## src/rtl/disp_scan_mux.sv

```systemverilog
// Multiplexed 7-segment scanner: double-buffered nibble store, one digit slot per PRESCALE clocks.
// Optional leading-zero blanking is enabled by defining DISP_SCAN_LZB_EN.
module disp_scan_mux #(
   parameter int NDIGITS  = 4,
   parameter int PRESCALE = 1000,
   parameter int DEADTIME = 2
) (
   input  logic                   Clk,
   input  logic                   nReset,
   input  logic [4*NDIGITS-1:0]   DataIn,
   input  logic                   Load,
   input  logic                   Enable,
   output logic [3:0]             BinOut,
   output logic                   Oe,
   output logic [NDIGITS-1:0]     DigSel,
   output logic                   FrameEnd
);
   localparam int PW = (PRESCALE > 1) ? $clog2(PRESCALE) : 1;
   localparam int IW = $clog2(NDIGITS);
   localparam logic [PW-1:0] PRE_LAST = PW'(PRESCALE - 1);
   localparam logic [IW-1:0] IDX_LAST = IW'(NDIGITS - 1);

   logic [PW-1:0]          r_pre;
   logic [IW-1:0]          r_idx;
   logic [4*NDIGITS-1:0]   r_pend;
   logic [4*NDIGITS-1:0]   r_disp;
   logic                   r_pend_vld;

   logic w_run;
   logic w_slot_end;
   logic w_wrap;
   logic w_lit_cur;

   // Gating with nReset keeps the display dark while reset is held, even if Enable is high.
   assign w_run      = Enable & nReset;
   assign w_slot_end = (r_pre == PRE_LAST);
   assign w_wrap     = w_run & w_slot_end & (r_idx == IDX_LAST);

   always_ff @(posedge Clk or negedge nReset) begin
      if (!nReset) begin
         r_pre      <= '0;
         r_idx      <= '0;
         r_pend     <= '0;
         r_disp     <= '0;
         r_pend_vld <= 1'b0;
      end else begin
         if (Enable) begin
            if (w_slot_end) begin
               r_pre <= '0;
               r_idx <= (r_idx == IDX_LAST) ? '0 : r_idx + 1'b1;
            end else begin
               r_pre <= r_pre + 1'b1;
            end
         end

         if (Load)
            r_pend <= DataIn;

         // A Load landing on the wrap edge bypasses the pending buffer entirely.
         if (w_wrap && Load) begin
            r_disp     <= DataIn;
            r_pend_vld <= 1'b0;
         end else if (w_wrap && r_pend_vld) begin
            r_disp     <= r_pend;
            r_pend_vld <= 1'b0;
         end else if (Load) begin
            r_pend_vld <= 1'b1;
         end
      end
   end

`ifdef DISP_SCAN_LZB_EN
   logic [NDIGITS-1:0] w_lit;

   // Digit k is lit if any nibble at position k or above is nonzero; digit 0 always lit.
   always_comb begin
      logic acc;
      acc   = 1'b0;
      w_lit = '0;
      for (int k = NDIGITS - 1; k > 0; k--) begin
         acc      = acc | (|r_disp[4*k +: 4]);
         w_lit[k] = acc;
      end
      w_lit[0] = 1'b1;
   end

   assign w_lit_cur = w_lit[r_idx];
`else
   assign w_lit_cur = 1'b1;
`endif

   assign BinOut   = r_disp[{r_idx, 2'b00} +: 4];
   assign DigSel   = w_run ? ({{(NDIGITS-1){1'b0}}, 1'b1} << r_idx) : '0;
   assign Oe       = w_run & (int'(r_pre) >= DEADTIME) & w_lit_cur;
   assign FrameEnd = w_wrap;

endmodule

```

## config.mk

```make
export PLATFORM = sky130hd
export DESIGN_NAME = disp_scan_mux
export DESIGN_NICKNAME = d
export VERILOG_FILES = /design/src/rtl/disp_scan_mux.sv
export SDC_FILE = /design/constraint.sdc
export NUM_CORES = 1
export LEC_CHECK = 0
export CAP_MARGIN = 20
export CORE_MARGIN = 4
export CORE_UTILIZATION = 57
export CTS_BUF_LIST = sky130_fd_sc_hd__clkbuf_2 sky130_fd_sc_hd__clkbuf_4 sky130_fd_sc_hd__clkbuf_8
export CTS_CLUSTER_DIAMETER = 120
export DETAILED_ROUTE_END_ITERATION = 10
export MAX_ROUTING_LAYER = met4
export PLACE_DENSITY_LB_ADDON = 0.2
export SLEW_MARGIN = 20
export SYNTH_ARGS = -nofsm -noshare
export SYNTH_HDL_FRONTEND = slang
export SYNTH_SLANG_ARGS = --single-unit
```

## constraint.sdc

```tcl
create_clock -name Clk -period 2.2 [get_ports Clk]
set_clock_uncertainty 0.05 [all_clocks]
set_input_delay 0.55 -clock Clk [delete_from_list [all_inputs] [get_ports Clk]]
set_output_delay 0.55 -clock Clk [all_outputs]
set_load 0.03 [all_outputs]
```

== Word-level counts from Yosys, hierarchy flattened ==
Index checks and enable logic that the tools add are counted.
W data, S select, Z words.
Operators by class
  add/sub/neg operators: 2
  order comparisons: 1
  equality and inequality tests: 2
  shift-type cells: 2
  multiplexer cells: 8
  bitwise operators: 4
  reduce and logical (&&, ||, !) cells: 5
Operators with widths (count)
  $mux W16: 2
  $shiftx A16 B5 Y4: 1
  $add A10 B1 Y10 const B: 1
  $eq A10 B10 Y1 const B: 1
  $ge A10 B2 Y1 const B: 1
  $mux W10: 1
  $and A1 B1 Y1: 4
  $mux W4: 1
  $shl A1 B2 Y4 const A: 1
  $mux W1: 3
  $reduce_bool A3 Y1: 1
  $add A2 B1 Y2 const B: 1
  $eq A2 B2 Y1 const B: 1
  $logic_and A1 B1 Y1: 2
  $mux W2: 1
  $reduce_and A2 Y1: 1
  $reduce_bool A2 Y1: 1
Storage, ports and cells
  register bits: 45
  input bits: 20
  output and inout port bits: 10

== Longest topological paths before layout ==
Gate-level depths: netlist (run 1).
  word-level depth: 6
  gate-level depth with buffers: 7

== Least setup slack after synthesis (run 1) ==
Ideal clock, no wire load.
  kind: reg2out
  from: register r_idx[1]
  to: output port FrameEnd
  arrival: 1.423 ns
  data required time: 1.600 ns
  slack: 0.177 ns
  cell stages (with the launch flop): 5
  path through: dfrtp_1 -> ha_1 -> nand3_1 -> nor4_4 -> buf_2
On the way
  cells in the longest elaborated chain, start to end: 2
RTL lines
  start: declaration: RTL line 24  | logic [IW-1:0] r_idx;
  start signal: assignment: RTL line 50  | r_idx <= (r_idx == IDX_LAST) ? '0 : r_idx + 1'b1;
  $eq A2 B2 Y1: RTL line 37  | assign w_wrap = w_run & w_slot_end & (r_idx == IDX_LAST);
  $and A1 B1 Y1: RTL line 37
  end: declaration: RTL line 16  | output logic FrameEnd
No other way between the ends.

== Worst setup path after layout (run 1) ==
Ends and elaborated chain as after synthesis.

==> metrics, run 1 <==
status=finished, final reports clean; crit path max-delay cell type=dfrtp_2; Max FO, Critical Path=6; leakage=1.27 nW; Worst Setup End Kind=primary output; Residual DRC=0; CP startpoint=r_idx[1]$_DFFE_PN0P_; CP arrival=1.57 ns; fin crit share=0.987; delay of the slowest cell on the worst path=0.44 ns; R2R setup slack=0.15 ns; Max VDD drop=~0.00047 V; total power=1.84 mW; Mapped Cells=roughly 190; Die Wd=around 70 um; mapped cell area=2250 um^2; most frequent cell after synthesis=dfrtp_1; Async S/R FF share, synth=1.00; most frequent cells after synthesis=dfrtp_1, mux2_2, nor2_1; drt wl/cell=roughly 17 um; cells along the critical path=ha_2 > nand3_2 > nor4_4 > buf_6; initial antenna violation count=0; slew at the pin closest to its max-slew limit=0.438 ns; Seq/Total Area, Yosys=0.500; fin util=0.750; GR Util All Layers=0.217; max-cap viol count=0; CTS tree=yes; Pre-antenna DRT Iters=4; WS Path Type=flop to primary output; Post-synth top flop=dfrtp_1; GPL Wtd Cong=0.855; # rows=22; first-pass GRT wire length=8290 um; Slew Viols, Final=0; Fin Setup TNS=0 ns; number of buffers added on ports=29; f_max=461 MHz; Clock transition at path regs=0.08 ns; TritonCTS Buffers=5; placed cell areas=between 2000 and 3000 um^2; area of the core=3740 um^2; largest net degree at the start of global routing=36; GRT overflow=0; Post-Layout Cell Count=roughly 280; Die ar.=about 5000 um^2; DIE HEIGHT=70.9 um; Slew headroom=0.708; Clk Latency, worst-skew pair=0.30 ns; Vias=1632; Layout area overhead=24.7%; Synth cell types=36; vias per cell=5.75; Placed Cells=267; Mapped Avg Cell Area=12.0 um^2; IO Pins=30; DP HPWL=3560 um; initial core utilization=0.602; Finished Cell Area=2810 um^2; Final Net Count=261; clock tree sinks=45; Hold/Removal Path Class=primary input to async pin; FF+latch count, synth=45; worst reg2reg startpoint=r_idx[1]$_DFFE_PN0P_; CP Launch Type=flop; number of nets with antenna violations after routing=0; vias in the first global route=1736; Yosys top cell by area=dfrtp_1; buffers from clock root to sink, at most=2; Final Hold Viols=0; CTS H-tree lvls=2; unrepaired setup endpoints after global routing=true; top cell type's share of synthesized area=0.500; share of post-route cells with drive strength above 1=0.386; filler cell count=254; PwrDens=about 650 nW/um^2; critical path required time=approximately 1.6 ns; Area contributors post-synth=dfrtp_1, mux2_2, mux4_2, a2bb2oi_2, ha_1; number of synthesized flops with an enable pin=0; YS warnings=0; CTS Root Cell=clkbuf_8; fin crit period=about 2.2 ns; Antenna diodes=0; Setup-failing EPs final=0; Mapped Nets=214; routed wire length=between 4000 and 5000 um; DRT iter0 DRCs=95
-- cell families after synthesis --
logic type,synth area share
and+or+nand+nor,0.136
DFF,0.500
AOI/OAI and AO/OA,0.107
muxes,0.168
buffers and inverters,0.0328
xor gates and xnor gates,0.0233
adders and majority gates,0.0333
-- cell type report --
cell class,count,area (um^2),area share
Inverter,7,26.3,0.00935
Clock buffer,8,91.3,0.0325
Tap cell,48,60.1,0.0214
Multi-Input combinational cell,126,1070,0.382
Timing Repair Buffer,50,427,0.152
Sequential cell,45,1130,0.403
-- flip-flops by register name, summed over array words and instances, names as in the netlist --
name,cells
r_pre,10
r_pend,16
r_idx,2
r_disp,16
r_pend_vld,1
-- layer usage --
metal | part of all wire | track usage | wire, um | vias to the layer above
met2 | 0.51 | 0.342 | 2500 | 49
met4 | 0.012 | 0.0856 | 59 | 0
met1 | 0.43 | 0.271 | 2070 | 806
met5 | 0 | - | 0 | -
li1 | - | - | - | 769
met3 | 0.049 | 0.0540 | 240 | 8
-- stage by stage --
| stage | worst slack [ns] | hold slack (ns) |
|---|---|---|
| after floorplan | 0.177 | 0.204 |
| after global routing | -0.0467 | 0.169 |
| after global placement | -0.159 | 0.415 |
| after detailed placement | -0.202 | 0.440 |
| final | 0.0293 | 0.171 |
| after CTS | -0.00000355 | 0.163 |
-- cells in the final DEF (no fill, tap or decap), drive strengths merged --
cell / count
xnor2: 5
nor4: 4
o221a: 5
a211o: 1
nand3: 5
a21o: 1
nand4bb: 1
and3: 3
a21oi: 6
nor2: 19
or2: 2
o211ai: 1
o22ai: 1
and2b: 1
dfrtp: 45
dlygate4sd2: 1
inv: 7
a211oi: 1
nor2b: 1
mux2: 24
clkdlybuf4s50: 17
xor2: 1
nor3: 8
a2bb2oi: 5
nand2: 11
clkbuf: 8
ha: 6
mux4: 4
a31oi: 1
o21ai: 7
nand4: 2
buf: 32
-- report_power, final --
group | leakage [nW] | switching (mW) | total, mW | internal, mW
registers | 0.566 | 0.0867 | 0.994 | 0.908
clock network | 0.0498 | 0.255 | 0.518 | 0.263
logic | 0.656 | 0.155 | 0.325 | 0.170
total | 1.27 | 0.497 | 1.84 | 1.34
-- worst max-delay path: cells and delay by family (launching register included) --
kind / cells / cell delay (ns)
buffers and inverters: 1 / 0.18
adder cells (fa/ha/maj): 1 / 0.23
flip-flops: 1 / 0.44
AND/OR/NAND/NOR: 2 / 0.42
-- timing repair --
| item | 4_1_cts | 5_1_grt |
|---|---|---|
| resized for setup | 29 | 3 |
| hold buffers | 0 | 0 |
| endpoints found under the setup margin | 11 | 8 |
| buffers inserted | 3 | 6 |
| pin swaps | 2 | 2 |
-- worst paths after layout --
path,to,cells past startpoint
max in group asynchronous,r_idx[0]$_DFFE_PN0P_,3
setup / recovery,FrameEnd,4
setup reg to reg,r_disp[13]$_DFFE_PN0P_,7
hold / removal,r_pre[0]$_DFFE_PN0P_,2
hold reg to reg,r_disp[0]$_DFFE_PN0P_,1
min in group Clk,r_disp[0]$_DFFE_PN0P_,1
(Power assumes the default switching activity.)
==> inputs of run 2 (changes only) <==
--- a/constraint.sdc
+++ b/constraint.sdc
@@ -4,2 +4,2 @@
 set_output_delay 0.55 -clock Clk [all_outputs]
-set_load 0.03 [all_outputs]
+set_load 0.1 [all_outputs]
==> run 2 against run 1 <==
The flow now finishes with violations (setup timing). Non-clock buffer count is 3 higher. Routed wire length is 7.8% higher. Flip-flop and latch count did not move. Cell area rose by 9.2%. Combinational power rose by 31%.
==> metrics, run 2 (synthesized netlist as in run 1, its figures left out) <==
status=finished with violations; failing checks=setup timing; IO Pins=30; Residual DRC=0; max-cap viol count=0; fin crit share=1.04; Placed Cells=271; Largest regs=r_disp x16, r_pend x16, r_pre x10; Finished Cell Area=3070 um^2; buffers from clock root to sink, at most=2; PwrDens=651 nW/um^2; largest net degree at the start of global routing=50; clock tree sinks=45; Post-Layout Cell Count=approximately 290; CTS H-tree lvls=2; Final Hold Viols=0; Pre-antenna DRT Iters=4; Clk Latency, worst-skew pair=0.30 ns; Worst R2R Path Depth=8; Die ar.=around 5000 um^2; GRT overflow=0; first-pass GRT wire length=around 8400 um; DRT iter0 DRCs=between 100 and 150; Worst Slack Setup Final=-0.0775 ns; flip-flop and latch area=1130 um^2; Critical Path End=FrameEnd; GPL Wtd Cong=0.829; Max FO, Critical Path=4; CP startpoint=r_pre[4]$_DFFE_PN0P_; most frequent cells in the layout=dfrtp_1, nor2_1, mux2_2, buf_4, clkdlybuf4s50_1; Max VDD drop=0.000495 V; f_max=between 400 and 500 MHz; Vias=1706; Final Net Count=264; share of post-route cells with drive strength above 1=0.410; initial antenna violation count=0; reg2reg end=r_disp[3]$_DFFE_PN0P_; GR Util All Layers=0.221; worst reg2reg startpoint=r_pre[4]$_DFFE_PN0P_; CP arrival=1.68 ns; WS Path Type=flop to primary output; number of nets with antenna violations after routing=0; footprint of the multi-input gates=1140 um^2; DP HPWL=roughly 3400 um; DIE HEIGHT=70.9 um; total power=2.00 mW; commonest non-fill, non-tap cell in the layout=dfrtp_1; CTS Root Cell=clkbuf_8; fin crit period=2.28 ns; Slew headroom=0.716; critical path required time=1.60 ns; unrepaired setup endpoints after global routing=true; area of the core=3740 um^2; Setup-failing EPs final=2; Worst Setup End Kind=primary output; vias per cell=slightly below 6; CTS tree=yes; TritonCTS Buffers=5; drt wl/cell=18.3 um; initial core utilization=0.602; routed wire length=5240 um; slew at the pin closest to its max-slew limit=about 0.42 ns; vias in the first global route=1737; Clock transition at path regs=0.09 ns; Slew Viols, Final=0; filler cell count=slightly below 200; CP Launch Type=flop; Antenna diodes=0; # rows=22; number of buffers added on ports=29; placed cell areas=2810 um^2; Hold/Removal Path Class=primary input to async pin; Die Wd=70.9 um; Layout area overhead=36.2%; leakage=1.33 nW; R2R setup slack=0.14 ns
run 2: cell types whose count changed in the layout (fill, tap and decap cells not counted), moves of 2 or more:
cell and delta:
and3_1 -2, buf_12 +11, buf_2 -4, buf_4 -6, buf_6 +2, clkbuf_4 -3, clkbuf_8 +2, ha_2 -2
ha_4 +3
run 2: layout make-up:
class	instances	share of cell area
clock buffers	7	0.0314
clock inverters	1	0.00285
inverters	7	0.00856
multi-input cells	126	0.372
flip-flops and latches	45	0.368
well taps	48	0.0196
repair buffers	53	0.197
run 2: worst min-delay path by stage:
stage,start,to,depth (start not counted)
final,nReset,r_pend[1]$_DFFE_PN0P_,2
after global routing,nReset,r_disp[1]$_DFFE_PN0P_,2
after CTS,nReset,r_pend[1]$_DFFE_PN0P_,2
after detailed placement,r_disp[0]$_DFFE_PN0P_,r_disp[0]$_DFFE_PN0P_,1
after global placement,r_disp[0]$_DFFE_PN0P_,r_disp[0]$_DFFE_PN0P_,1
after floorplan,nReset,r_disp[0]$_DFFE_PN0P_,0
run 2: timing repair:
action,CTS,global route
hold buffers,0,0
setup buffers,4,4
pin swaps,4,3
gates cloned,0,0
gates resized for setup,11,9
setup endpoints to repair,9,6
run 2: through the flow:
| step | hold slack, ns | setup WS [ns] | utilization | TNS, ns |
|---|---|---|---|---|
| 6_report | 0.210 | -0.0775 | 0.820 | -0.0913 |
| 5_1_grt | 0.225 | -0.113 | 0.820 | -0.303 |
| 4_1_cts | 0.217 | -0.0382 | 0.800 | -0.0382 |
| 3_5_place_dp | 0.428 | -0.190 | 0.751 | -1.16 |
| 3_3_place_gp | 0.414 | -0.202 | 0.751 | -1.05 |
| 2_1_floorplan | 0.204 | 0.00995 | - | 0 |
run 2: worst max-delay path, stage by stage (launching register included):
cell and delay (ns):
dfrtp_1 0.41, nand4bb_4 0.27, nor4_4 0.34, buf_4 0.19, buf_12 0.17
run 2: metal layers:
metal | wire length [um] | share of wire | vias to the layer above | global-route usage
li1 | - | - | 785 | -
met1 | 2230 | 0.43 | 848 | 0.279
met2 | 2570 | 0.49 | 57 | 0.347
met3 | 272 | 0.052 | 16 | 0.0497
met4 | 163 | 0.031 | 0 | 0.0898
met5 | 0 | 0 | - | -
run 2: report_power, final:
part           internal (mW)  switching, mW  leakage [nW]  total [mW]
combinational          0.223          0.204         0.709       0.427
sequential             0.905         0.0856         0.567       0.991
clock                  0.290          0.288        0.0549       0.578
total                   1.42          0.578          1.33        2.00
==> inputs of run 3 (changes only) <==
Settings changed: SLEW_MARGIN 20 to unset.
==> results of run 3 <==
Final layout, timing and power as in run 2 (identical DEF).
